File: config.mk
export PLATFORM = sky130hd
export DESIGN_NAME = mem_reader
export DESIGN_NICKNAME = d
export VERILOG_FILES = /design/src/rtl/mem_reader_pkg.sv /design/src/rtl/mem_reader_fifo.sv /design/src/rtl/mem_reader.sv
export SDC_FILE = /design/constraint.sdc
export NUM_CORES = 1
export LEC_CHECK = 0
export ABC_AREA = 1
export CAP_MARGIN = 25
export CORE_ASPECT_RATIO = 1.4
export CORE_MARGIN = 2
export CORE_UTILIZATION = 45
export CTS_CLUSTER_SIZE = 28
export DETAILED_ROUTE_END_ITERATION = 10
export PLACE_DENSITY = 0.67
export SLEW_MARGIN = 20
export SYNTH_ARGS = -nofsm -noshare
export SYNTH_HDL_FRONTEND = slang
export SYNTH_SLANG_ARGS = --single-unit
File: constraint.sdc
create_clock -name clk -period 3.15 [get_ports clk]
set_clock_uncertainty 0.2 [all_clocks]
set_input_delay 0.63 -clock clk [delete_from_list [all_inputs] [get_ports clk]]
set_output_delay 0.63 -clock clk [all_outputs]
set_load 0.01 [all_outputs]
File: src/rtl/mem_reader_pkg.sv
// mem_reader_pkg
// Shared definitions for the mem_reader block: FSM state encoding and the
// default values of the block parameters.
//
// Contents:
//   state_t            controller states (IDLE/ISSUE/DRAIN/DONE)
//   DEF_ADDR_BITS      default word-address width
//   DEF_DATA_BITS      default memory word width
//   DEF_READ_LATENCY   default slave read latency (1 or 2 cycles)
//   DEF_BUF_DEPTH      default output buffer depth (power of 2, >= latency+1)

package mem_reader_pkg;

  typedef enum logic [1:0] {
    ST_IDLE  = 2'd0,
    ST_ISSUE = 2'd1,
    ST_DRAIN = 2'd2,
    ST_DONE  = 2'd3
  } state_t;

  localparam int DEF_ADDR_BITS    = 10;
  localparam int DEF_DATA_BITS    = 32;
  localparam int DEF_READ_LATENCY = 1;
  localparam int DEF_BUF_DEPTH    = 4;

endpackage

File: src/rtl/mem_reader_fifo.sv
// mem_reader_fifo
// Synchronous show-ahead FIFO used as the mem_reader output buffer. The head
// word is presented on pop_data whenever the FIFO is not empty, so it stays
// stable until popped. A push into a full FIFO is accepted when a pop occurs
// in the same cycle (occupancy unchanged).
//
// Ports:
//   clk        clock, posedge
//   rst        synchronous active-high reset (empties the FIFO)
//   push       write push_data
//   push_data  word to write
//   pop        remove the head word (ignored when empty)
//   pop_data   head word
//   full       DEPTH words stored
//   empty      no words stored
//   count      number of stored words, 0..DEPTH

module mem_reader_fifo #(
  parameter int WIDTH = 33,
  parameter int DEPTH = 4
) (
  input  logic                     clk,
  input  logic                     rst,
  input  logic                     push,
  input  logic [WIDTH-1:0]         push_data,
  input  logic                     pop,
  output logic [WIDTH-1:0]         pop_data,
  output logic                     full,
  output logic                     empty,
  output logic [$clog2(DEPTH):0]   count
);

  localparam int PTR_W = $clog2(DEPTH);
  localparam int CNT_W = PTR_W + 1;

  logic [WIDTH-1:0] r_mem [DEPTH];
  logic [PTR_W-1:0] r_wr_ptr;
  logic [PTR_W-1:0] r_rd_ptr;
  logic [CNT_W-1:0] r_count;

  logic w_do_push;
  logic w_do_pop;

  assign empty    = (r_count == '0);
  assign full     = (r_count == CNT_W'(DEPTH));
  assign count    = r_count;
  assign pop_data = r_mem[r_rd_ptr];

  assign w_do_pop  = pop && !empty;
  assign w_do_push = push && (!full || w_do_pop);

  always_ff @(posedge clk) begin
    if (rst) begin
      r_wr_ptr <= '0;
      r_rd_ptr <= '0;
      r_count  <= '0;
    end else begin
      if (w_do_push) r_wr_ptr <= r_wr_ptr + PTR_W'(1);
      if (w_do_pop)  r_rd_ptr <= r_rd_ptr + PTR_W'(1);
      case ({w_do_push, w_do_pop})
        2'b10:   r_count <= r_count + CNT_W'(1);
        2'b01:   r_count <= r_count - CNT_W'(1);
        default: r_count <= r_count;
      endcase
    end
  end

  // Storage needs no reset: a slot is only read after it has been written.
  always_ff @(posedge clk) begin
    if (w_do_push) r_mem[r_wr_ptr] <= push_data;
  end

endmodule

File: src/rtl/mem_reader.sv
// mem_reader
// Reads a block of `length` consecutive words starting at `base_addr` from a
// fixed-latency memory slave and streams them out with valid/ready handshake.
// Reads are only issued while the words in flight plus the words already
// buffered leave room in the output buffer, so back-pressure never drops data.
//
// State table:
//   state    | meaning
//   IDLE     | waiting for start; only state that accepts a command
//   ISSUE    | issuing reads base_addr+i, at most one per cycle
//   DRAIN    | all reads issued; streaming remaining words until out_last
//   DONE     | done pulse for one cycle, then back to IDLE
//
// Ports:
//   clk, rst                      clock (posedge) and synchronous active-high reset
//   start, base_addr, length      command strobe and its arguments
//   busy, done                    command status
//   mem_address ... mem_readdata  memory slave (read-only use)
//   out_data, out_valid,
//   out_ready, out_last           output word stream

module mem_reader
  import mem_reader_pkg::*;
#(
  parameter int ADDR_BITS    = DEF_ADDR_BITS,
  parameter int DATA_BITS    = DEF_DATA_BITS,
  parameter int READ_LATENCY = DEF_READ_LATENCY,
  parameter int BUF_DEPTH    = DEF_BUF_DEPTH
) (
  input  logic                   clk,
  input  logic                   rst,
  input  logic                   start,
  input  logic [ADDR_BITS-1:0]   base_addr,
  input  logic [ADDR_BITS:0]     length,
  output logic                   busy,
  output logic                   done,
  output logic [ADDR_BITS-1:0]   mem_address,
  output logic                   mem_chipselect,
  output logic                   mem_clken,
  output logic                   mem_write,
  output logic [DATA_BITS/8-1:0] mem_byteenable,
  input  logic [DATA_BITS-1:0]   mem_readdata,
  output logic [DATA_BITS-1:0]   out_data,
  output logic                   out_valid,
  input  logic                   out_ready,
  output logic                   out_last
);

  localparam int FCNT_W = $clog2(BUF_DEPTH) + 1;
  localparam int OCC_W  = FCNT_W + 1;

  state_t                 r_state;
  logic                   r_busy;
  logic                   r_done;
  logic                   r_cs;
  logic                   r_cs_last;
  logic [ADDR_BITS-1:0]   r_addr;
  logic [ADDR_BITS-1:0]   r_base;
  logic [ADDR_BITS:0]     r_len;
  logic [ADDR_BITS:0]     r_idx;

  // One bit per outstanding read cycle; bit READ_LATENCY-1 marks the cycle in
  // which mem_readdata carries the word for that read.
  logic [READ_LATENCY-1:0] r_vld;
  logic [READ_LATENCY-1:0] r_vld_last;

  logic [ADDR_BITS:0]     w_idx_next;
  logic                   w_push;
  logic                   w_pop;
  logic                   w_issue;
  logic [DATA_BITS:0]     w_head;
  logic                   w_full;
  logic                   w_empty;
  logic [FCNT_W-1:0]      w_count;
  logic [OCC_W-1:0]       w_occ;

  assign mem_write      = 1'b0;
  assign mem_clken      = 1'b1;
  assign mem_byteenable = '1;
  assign mem_chipselect = r_cs;
  assign mem_address    = r_addr;
  assign busy           = r_busy;
  assign done           = r_done;

  assign out_valid = !w_empty;
  assign out_data  = w_empty ? '0 : w_head[DATA_BITS-1:0];
  assign out_last  = !w_empty && w_head[DATA_BITS];

  assign w_pop      = out_valid && out_ready;
  assign w_push     = r_vld[READ_LATENCY-1];
  assign w_idx_next = r_idx + (ADDR_BITS+1)'(1);

  // Slots already claimed: the read on the bus now, reads still in the latency
  // pipe and buffered words. A word popped this cycle frees its slot now, which
  // keeps one word per cycle flowing when READ_LATENCY is 2.
  always_comb begin
    w_occ = {{(OCC_W-1){1'b0}}, r_cs};
    for (int k = 0; k < READ_LATENCY; k++) begin
      w_occ = w_occ + {{(OCC_W-1){1'b0}}, r_vld[k]};
    end
    w_occ = w_occ + {1'b0, w_count} - {{(OCC_W-1){1'b0}}, w_pop};
  end

  assign w_issue = (r_state == ST_ISSUE) && (w_occ < OCC_W'(BUF_DEPTH));

  always_ff @(posedge clk) begin
    if (rst) begin
      r_state   <= ST_IDLE;
      r_busy    <= 1'b0;
      r_done    <= 1'b0;
      r_cs      <= 1'b0;
      r_cs_last <= 1'b0;
      r_addr    <= '0;
      r_base    <= '0;
      r_len     <= '0;
      r_idx     <= '0;
    end else begin
      r_done    <= 1'b0;
      r_cs      <= 1'b0;
      r_cs_last <= 1'b0;
      case (r_state)
        ST_IDLE: begin
          if (start) begin
            r_base <= base_addr;
            r_len  <= length;
            r_idx  <= '0;
            r_busy <= 1'b1;
            if (length == '0) begin
              r_state <= ST_DONE;
              r_done  <= 1'b1;
            end else begin
              r_state <= ST_ISSUE;
            end
          end
        end
        ST_ISSUE: begin
          if (w_issue) begin
            r_cs      <= 1'b1;
            // Truncation to ADDR_BITS gives the modulo-2^ADDR_BITS wrap.
            r_addr    <= r_base + r_idx[ADDR_BITS-1:0];
            r_cs_last <= (w_idx_next == r_len);
            r_idx     <= w_idx_next;
            if (w_idx_next == r_len) r_state <= ST_DRAIN;
          end
        end
        ST_DRAIN: begin
          if (w_pop && out_last) begin
            r_state <= ST_DONE;
            r_done  <= 1'b1;
          end
        end
        ST_DONE: begin
          r_state <= ST_IDLE;
          r_busy  <= 1'b0;
        end
        default: begin
          r_state <= ST_IDLE;
          r_busy  <= 1'b0;
        end
      endcase
    end
  end

  // Clearing the pipe on reset makes any data returning for reads issued
  // before reset fall on the floor.
  always_ff @(posedge clk) begin
    if (rst) begin
      r_vld      <= '0;
      r_vld_last <= '0;
    end else begin
      r_vld[0]      <= r_cs;
      r_vld_last[0] <= r_cs_last;
      for (int k = 1; k < READ_LATENCY; k++) begin
        r_vld[k]      <= r_vld[k-1];
        r_vld_last[k] <= r_vld_last[k-1];
      end
    end
  end

  mem_reader_fifo #(
    .WIDTH (DATA_BITS + 1),
    .DEPTH (BUF_DEPTH)
  ) u_fifo (
    .clk       (clk),
    .rst       (rst),
    .push      (w_push),
    .push_data ({r_vld_last[READ_LATENCY-1], mem_readdata}),
    .pop       (w_pop),
    .pop_data  (w_head),
    .full      (w_full),
    .empty     (w_empty),
    .count     (w_count)
  );

endmodule

==> results.sh <==
export IMPL_drtAntennaViolNets=0
export IMPL_cts_tree="yes"
export IMPL_num_vias=6256
export IMPL_wl_per_cell_um=14.6
export IMPL_drive_gt1_share_pct=8.39
export IMPL_grt_start_max_net_pins=47
export IMPL_worst_path_max_delay_cell="clkdlybuf4s50_1"
export IMPL_slowest_delay_ns=0.59
export IMPL_cp_arrival_ns=2.21
export IMPL_nFillCells=1629
export IMPL_synth_edf_count=132
export IMPL_synth_seq_area_share_pct=61.4
export IMPL_hold_viol=0
export IMPL_pwr_share_clk_pct=27.1
export IMPL_syn_inst=863
export IMPL_rows=59
export IMPL_clock_root_buffer="clkbuf_16"
export IMPL_synth_cell_types=35
export IMPL_port_buffer_count=103
export IMPL_drc=0
export IMPL_first_pass_iters=6
export IMPL_dieWidth_um=119
export IMPL_final_common_cell="nor2_1"
export IMPL_power_leakage_nw=3.80
export IMPL_fin_ws_ns=0.111
export IMPL_place_hpwl_mm=11.9
export IMPL_crit_type="register to primary output"
export IMPL_finalPower_mw=7.50
export IMPL_io_pins=110
export IMPL_dieHeight_um=166
export IMPL_status="finished, final reports clean"
export IMPL_ys_flop_type="edfxtp_1"
export IMPL_cts_sinks=191
export IMPL_h_tree_depth=4
export IMPL_grt_pass1_wl_mm=28.9
export IMPL_track_usage_pct=18.8
export IMPL_final_period_utilization_pct=96.5
export IMPL_grt_remaining_overflow=0
export IMPL_cts_buffers=17
export IMPL_max_freq_mhz=329
export IMPL_via_per_inst=5.07
export IMPL_crit_chain="clkinvlp_4, buf_4, nor2_1, o21ai_0, a21oi_1, clkdlybuf4s50_1"
export IMPL_mostFrequentLayoutCells="188 x nor2_1, 132 x edfxtp_1, 109 x o21ai_0"
export IMPL_clk_latency_ns=0.43
export IMPL_p_int_mw=5.05
export IMPL_switching_share_pct=32.6
export IMPL_startpoint_type="register"
export IMPL_cts_buffer_depth=2
export IMPL_ys_ff_latch=191
export IMPL_postSynthAreaPerCell_um2=9.72
export IMPL_max_vdd_ir_drop_v=0.000354
export IMPL_fin_crit_ns=3.04
export IMPL_holdCritPathClass="register to register"
export IMPL_dieArea_um2=19800
export IMPL_worst_setup_path_end_kind="primary output"
export IMPL_path_max_fanout=6
export IMPL_grt_setup_unrepaired="yes"
export IMPL_cts_hold_buf=0
export IMPL_maxCapViolCount=0
export IMPL_synth_area_um2=8380
export IMPL_clk_pin_slew_ns=0.07
export IMPL_start_util_pct=45.4
export IMPL_p_sw_mw=2.45
export IMPL_relSlewSlack_pct=65.5
export IMPL_wl_mm=18.0
export IMPL_nNetsFinal=1057
export IMPL_p_comb_share_pct=32.3
export IMPL_gp_congestion=0.835
export IMPL_tightestPinTransition_ns=0.511
export IMPL_yosys_warnings=0
export IMPL_post_place_ws_ns=-0.146
export IMPL_async_flop_share_pct=0
export IMPL_worst_ep_required_time_ns=2.32
export IMPL_core_um2=18500
export IMPL_p_per_area_nw_per_um2=717
export IMPL_setup_viol=0
export IMPL_antenna_found_initial=1
export IMPL_drv_slew=0
export IMPL_power_frac_seq_pct=40.6
export IMPL_first_iter_violations=418
export IMPL_grt_pass1_vias=5868
export IMPL_area_delta_synth_final_pct=24.7
export IMPL_diodes=0
==> flip-flops by register name, indices dropped and copies added (netlist names), named ones only <==
signal,flops
done,1
u_fifo.r_rd_ptr,2
r_idx,11
mem_address,10
r_base,10
r_vld,1
r_state,2
u_fifo.r_mem,132
busy,1
u_fifo.r_wr_ptr,2
r_cs_last,1
u_fifo.count,3
r_vld_last,1
r_len,11
mem_chipselect,1
==> critical path, delay by kind of cell, from the launching register on <==
| family | cells | cell delay [ns] |
|---|---|---|
| buf+inv | 3 | 1.02 |
| simple gates | 1 | 0.11 |
| compound gates | 2 | 0.26 |
| flops | 1 | 0.40 |
==> cell families (layout without fill, tap and decap cells) <==
| family | count (synthesis) | count (layout) | share of synthesized area, % |
|---|---|---|---|
| flip-flops | 191 | 191 | 61.4 |
| AO/OA/AOI/OAI | 193 | 193 | 11.7 |
| buffers and inverters | 103 | 225 | 4.98 |
| other | 2 | 6 | 0.0896 |
| AND/OR/NAND/NOR | 338 | 338 | 16.9 |
| adder cells (fa/ha/maj) | 24 | 24 | 3.76 |
| XOR/XNOR | 12 | 12 | 1.25 |
==> power by group through the flow <==
stage,sequential [mW],combinational (mW),clock (mW)
after floorplan,3.09,1.36,0
after global placement,3.09,2.38,0
after detailed placement,3.09,2.41,0
after CTS,3.04,2.42,2.08
after global routing,3.07,2.72,2.18
final,3.05,2.43,2.03
==> timing repair <==
action | in CTS | in global routing
setup endpoints to repair | 0 | 30
buffers inserted | 0 | 3
resized for setup | 0 | 11
==> stage by stage <==
stage | util, % | std cells | cell area [µm²] | hold slack (ns) | TNS [ns]
3_3_place_gp | 53.3 | 1197 | 9840 | 0.198 | -0.832
3_5_place_dp | 53.3 | 1197 | 9840 | 0.201 | -1.89
6_report | 56.7 | 1233 | 10500 | 0.210 | 0
5_1_grt | 56.7 | 1233 | 10500 | 0.243 | -0.00711
4_1_cts | 56.3 | 1229 | 10400 | 0.214 | 0
2_1_floorplan | - | 867 | 8400 | 0.188 | 0
==> per-layer routing <==
metal	vias to the layer above	track usage [%]	share of wire, %	wire [µm]
met5	-	0	0.072	13
met4	2	5.78	1.4	254
met3	25	4.02	4.7	840
met2	169	35.5	53	9560
met1	2910	21.3	41	7370
li1	3150	-	-	-
==> path summary, 6_finish.rpt <==
path	from	endpoint	slack (ns)	cells past startpoint
worst max-delay path	register	out_data[1]	0.11	6
worst min-delay path	r_cs_last	r_vld_last	0.21	2
worst max register to register	u_fifo.count[0]	r_idx[4]	0.33	18
worst min register to register	r_cs_last	r_vld_last	0.21	2
==> cell type report <==
| cell class | instances | area [µm²] | area share, % |
|---|---|---|---|
| repair buffers | 133 | 1340 | 12.8 |
| clock buffers | 18 | 429 | 4.10 |
| inverters | 59 | 225 | 2.15 |
| repair inverters | 1 | 5.00 | 0.0479 |
| well taps | 244 | 305 | 2.92 |
| flip-flops and latches | 191 | 5150 | 49.2 |
| multi-input cells | 573 | 2870 | 27.5 |
| clock inverters | 14 | 131 | 1.26 |
==> synthesized netlist by cell type (2+ instances only) <==
cell type	count	area, µm²
nor3_1	3	15.0
ha_1	22	275
nand3_1	29	145
a21oi_1	77	385
buf_2	3	15.0
xor2_1	9	78.8
nand2_4	2	22.5
fa_1	2	40.0
conb_1	2	7.51
dfxtp_1	59	1180
xnor2_1	3	26.3
nand2_2	3	18.8
o21ai_0	109	546
nand4_1	7	43.8
edfxtp_1	132	3960
nor2_4	4	45.0
clkbuf_1	27	101
nand3b_1	5	37.5
inv_1	58	218
nor2_1	193	724
o21bai_1	2	15.0
nand2_1	87	327
buf_1	6	22.5
buf_4	7	52.6
nor4_1	2	12.5
No activity file was read; power rests on OpenSTA's default activity.
